==> src/rtl/seven_segment_scan_decoder.sv <==
// seven_segment_scan_decoder: recovers per-digit hex values from a multiplexed active-low 7-seg bus
module seven_segment_scan_decoder #(
  parameter int DIGITS = 4,
  parameter int STABLE_CYCLES = 4
) (
  input  logic                  iClk,
  input  logic                  iReset,
  input  logic                  iEnable,
  input  logic [6:0]            iSegments,
  input  logic [DIGITS-1:0]     iDigitSel,
  output logic [4*DIGITS-1:0]   oValue,
  output logic [DIGITS-1:0]     oDigitValid,
  output logic                  oFrameDone,
  output logic                  oError
);
  logic [6:0] segS, segP;
  logic [DIGITS-1:0] selS, selP, seen, seenNext, commitMask;
  logic [7:0] cnt;
  logic valid, same, commit, hit;
  logic [3:0] glyph;
  always_comb begin
    hit = 1'b1;
    glyph = 4'h0;
    case (segS)
      7'h40: glyph = 4'h0;
      7'h79: glyph = 4'h1;
      7'h24: glyph = 4'h2;
      7'h30: glyph = 4'h3;
      7'h19: glyph = 4'h4;
      7'h12: glyph = 4'h5;
      7'h02: glyph = 4'h6;
      7'h78: glyph = 4'h7;
      7'h00: glyph = 4'h8;
      7'h10: glyph = 4'h9;
      7'h08: glyph = 4'hA;
      7'h03: glyph = 4'hB;
      7'h46: glyph = 4'hC;
      7'h21: glyph = 4'hD;
      7'h06: glyph = 4'hE;
      7'h0E: glyph = 4'hF;
      default: hit = 1'b0;
    endcase
  end
  assign valid = $onehot(~selS);
  assign same = (segS == segP) && (selS == selP);
  // Commit only on the transition into saturation, so a long hold commits once
  assign commit = iEnable && valid && same && (cnt == 8'(STABLE_CYCLES - 1));
  assign commitMask = commit ? ~selS : '0;
  assign seenNext = seen | commitMask;
  always_ff @(posedge iClk or posedge iReset) begin
    if (iReset) begin
      segS <= '0;
      segP <= '0;
      selS <= '0;
      selP <= '0;
      cnt <= '0;
      seen <= '0;
      oValue <= '0;
      oDigitValid <= '0;
      oFrameDone <= 1'b0;
      oError <= 1'b0;
    end else begin
      segS <= iSegments;
      selS <= iDigitSel;
      segP <= segS;
      selP <= selS;
      cnt <= (!iEnable || !valid) ? 8'd0 : !same ? 8'd1 :
             (cnt == 8'(STABLE_CYCLES)) ? cnt : cnt + 8'd1;
      oFrameDone <= &seenNext;
      seen <= (&seenNext) ? '0 : seenNext;
      oError <= commit && !hit && (segS != 7'h7F);
      for (int d = 0; d < DIGITS; d++)
        if (commitMask[d]) begin
          oDigitValid[d] <= hit;
          if (hit) oValue[4*d +: 4] <= glyph;
        end
    end
  end
endmodule

==> config.mk <==
export PLATFORM = sky130hd
export DESIGN_NAME = seven_segment_scan_decoder
export DESIGN_NICKNAME = d
export VERILOG_FILES = /design/src/rtl/seven_segment_scan_decoder.sv
export SDC_FILE = /design/constraint.sdc
export NUM_CORES = 1
export LEC_CHECK = 0
export ABC_AREA = 0
export BUFFER_PORTS_ARGS = -buffer_cell sky130_fd_sc_hd__buf_2
export CAP_MARGIN = 5
export CORE_AREA = 2 2 97 99
export DETAILED_ROUTE_END_ITERATION = 6
export DIE_AREA = 0 0 99 101
export GPL_TIMING_DRIVEN = 1
export SETUP_SLACK_MARGIN = 0.3
export SYNTH_ARGS = -nofsm -noshare
export SYNTH_HDL_FRONTEND = slang
export SYNTH_SLANG_ARGS = --single-unit
export TNS_END_PERCENT = 5
==> constraint.sdc <==
create_clock -name iClk -period 3.09 [get_ports iClk]
set_input_delay 0.309 -clock iClk [delete_from_list [all_inputs] [get_ports iClk]]
set_output_delay 0.309 -clock iClk [all_outputs]
set_load 0.01 [all_outputs]
==> reports/results.tsv <==
stage	metric	value	unit
setup_path	CP Launch Type	flop	
route	Via density	4.859	
setup_path	worst-path maximum fanout	5	
placement	HPWL after DPL	3945	um
route	Vias	1793	
flow_run	max_cap viols	0	
yosys	post-synthesis net count	235	
final_layout	fin cells	369	
sta	setup tns final	0	ns
sta	Final period util	93.72	%
yosys	Yosys reg bits	56	
setup_path	slowest stage delay, CP	0.54	ns
floorplan	DIE AREA	0.009999	sq mm
yosys	post-synth cell types	48	
sta	unrepaired setup endpoints after global routing	yes	
clock_tree	TritonCTS buffer count	5	
yosys	Yosys Warn Count	0	
sta	f_max	345.3	MHz
sta	Pins Over Slew Limit	0	
clock_tree	# clock sinks	56	
yosys	Yosys top cell area share	53.36	%
global_routing	vias in the first global route	1844	
sta	minimum clock period	2.896	ns
setup_path	CP Class	flop to flop	
power_and_ir_drop	PD cells	430.8	mW/mm^2
floorplan	Core ar.	0.008977	sq mm
outcome	status	finished, final reports clean	
final_layout	layout cells sized above 1	33.72	%
floorplan	Initial Utilization	29.25	%
yosys	cell area after synthesis	0.002626	sq mm
global_routing	gr usage total	11.75	%
placement	placed insts	359	
sta	Final Setup Violations	0	
route	Remaining DRCs	0	
setup_path	WP data required	3.29	ns
setup_path	Worst setup EP type	flop	
final_layout	Ant. Diodes	0	
worst_hold_path	Hold Crit Class	input pin to async pin	
setup_path	Crit-path slowest cell	fa_1	
yosys	Top FF cell, synth	dfrtp_1	
clock_tree	root buffer cell	clkbuf_8	
yosys	register area share after synthesis	53.36	%
floorplan	# rows	35	
floorplan	Die Y	101	um
global_routing	global-route wire length before repair	9342	um
floorplan	die extent in x	99	um
route	antenna-violating nets left	0	
power_and_ir_drop	P_sw	0.3227	mW
setup_path	Data arrival, critical path	3.10	ns
setup_path	crit-path cells	fa_1 > inv_1 > ha_2 > ha_4 > nand4bb_4 > nor3_4 > nand4_4 > a311oi_4 > buf_6 > mux2_2	
clock_tree	TritonCTS clock tree	yes	
sta	worst slew pin tran	0.6515	ns
clock_tree	H-tree depth	2	
route	Wirelength per Cell	14.67	um
route	Initial DRC Count	53	
power_and_ir_drop	Comb power frac	7.5	%
placement	PortBufs	35	
power_and_ir_drop	Worst IR Drop VDD	0.1622	mV
clock_tree	hold_buf cts	0	
yosys	asr flop ratio synth	100.0	%
clock_tree	Worst-Skew Late Latency	0.31	ns
global_routing	Overflow after GRT	0	
route	DRT Wirelength	5414	um
power_and_ir_drop	share of power burned in registers	56.1	%
floorplan	I/O pins	36	
power_and_ir_drop	Internal	1.057	mW
global_routing	initial antenna violation count	0	
sta	Clock Skew	0.003742	ns
global_routing	largest net degree at the start of global routing	30	
yosys	Syn Area/Cell	12.16	sq um
route	1st-pass router iterations	4	
clock_tree	CTS Buffer Depth	2	
sta	normalized max-slew margin	56.00	%
power_and_ir_drop	Leak	1.512	nW
placement	RePlAce Congestion	0.8021	
sta	Fin. Hold Viols	0	
final_layout	nets	276	
final_layout	P&R area growth vs syn	21.92	%
power_and_ir_drop	Clock power frac	36.3	%
yosys	Area contributors post-synth	dfrtp_1 (53%), mux2_2 (6.9%), xor2_1 (4.7%), o31a_1 (2.3%), a311oi_2 (2.3%)	
power_and_ir_drop	switching fraction of total power	23.39	%
clock_tree	Clock transition at path regs	0.10	ns
yosys	EDFF count, synth	0	
yosys	cells after synthesis	216	
yosys	Synth area leader	dfrtp_1	
## registers in the layout, indices dropped and copies added, names as in the netlist
signal	cells
oFrameDone	1
oError	1
selS	4
selP	4
oDigitValid	4
segP	7
cnt	8
seen	4
oValue	16
segS	7
## worst paths after layout
path | startpoint | endpoint | slack (ns) | depth (start not counted)
hold reg to reg | oDigitValid[1]$_DFFE_PP0P_ | oDigitValid[1]$_DFFE_PP0P_ | 0.52 | 2
setup reg to reg | selS[0]$_DFF_PP0_ | oValue[8]$_DFFE_PP0P_ | 0.19 | 10
min in group iClk | iSegments[1] | segS[1]$_DFF_PP0_ | 0.10 | 1
hold / removal | iReset | segS[3]$_DFF_PP0_ | 0.06 | 2
max in group asynchronous | iReset | oValue[12]$_DFFE_PP0P_ | 2.24 | 3
setup / recovery | selS[0]$_DFF_PP0_ | oValue[8]$_DFFE_PP0P_ | 0.19 | 10
## metal layers
metal	up-vias	GRT usage [%]	part of all wire, %
li1	859	-	-
met1	892	15.82	47
met2	33	19.07	48
met3	9	2.705	3.4
met4	0	3.267	1.2
met5	-	0	0
## power by group through the flow
| stage | sequential (mW) | clock, mW | combinational, mW |
|---|---|---|---|
| 4_1_cts | 0.774 | 0.517 | 0.103 |
| 6_report | 0.774 | 0.501 | 0.104 |
| 3_5_place_dp | 0.789 | 0 | 0.103 |
| 5_1_grt | 0.778 | 0.545 | 0.119 |
| 2_1_floorplan | 0.776 | 0 | 0.0839 |
| 3_3_place_gp | 0.788 | 0 | 0.101 |
## placed cells by master (no fill, tap or decap), types with 2 or more instances in the layout
master,count
a311oi_4,4
dfrtp_1,55
and3_1,6
o31a_1,7
nand2b_1,4
buf_2,35
mux2_2,12
xor2_1,14
or2_2,2
nand3_1,6
nor2_1,12
a21o_1,2
a31oi_1,2
nor4_4,2
mux2_4,4
xnor2_1,4
inv_1,10
o31ai_1,7
nor3_1,4
nor3b_1,4
buf_6,3
ha_1,2
a21oi_1,3
or3_1,2
o21ai_0,2
clkbuf_8,6
buf_4,6
nand2_1,7
## kinds of logic (layout without fill, tap and decap cells)
group	Yosys count	after routing	synth area share, %
AOI/OAI and AO/OA	36	36	11.58
xor gates and xnor gates	18	18	6.003
adders and majority gates	5	5	2.668
buffers and inverters	21	63	3.621
DFF	56	56	53.36
muxes	16	16	6.860
and+or+nand+nor	64	64	15.91
## cell usage after synthesis, drive strengths merged, types with 4 or more instances
master	number
a311oi	4
and3	6
buf	7
dfrtp	56
ha	4
inv	11
mux2	16
nand2	7
nand2b	4
nand3	6
nor2	12
nor3	6
nor3b	4
nor4	4
o31a	7
o31ai	7
xnor2	4
xor2	14
## worst max-delay path, delay by kind of cell, from the launching register on
family | cells | cell delay [ns]
adders and majority gates | 3 | 0.92
and+or+nand+nor | 3 | 0.58
DFF | 1 | 0.43
AOI/OAI and AO/OA | 1 | 0.32
buffers and inverters | 2 | 0.21
muxes | 1 | 0.33
## stage by stage
step	utilization [%]	power (mW)	cell area [sq um]	hold slack [ns]	setup WS, ns
3_5_place_dp	33.60	0.8914	3017	0.4183	0.1188
3_3_place_gp	33.60	0.8889	3017	0.4189	0.1244
6_report	35.67	1.379	3202	0.06049	0.1942
5_1_grt	35.67	1.442	3202	0.07652	0.06421
4_1_cts	35.08	1.395	3149	0.08654	0.1012
2_1_floorplan	-	0.8601	2704	0.3404	0.2791
## repair_timing
item / in CTS / in global routing
gates cloned: 0 / 0
buffers inserted: 1 / 1
setup endpoints to repair: 21 / 26
pin swaps: 1 / 2
gates resized for setup: 1 / 10
## cell type report
cell class                 instances  area, sq um
multi-input combinational        139         1244
timing repair buffer              44        254.0
sequential                        56         1403
clock inverter                     2        38.79
fill                             886         5776
tap                              111        138.9
clock buffer                       6        82.58
inverter                          11        41.29
No activity file was read; power rests on OpenSTA's default activity.
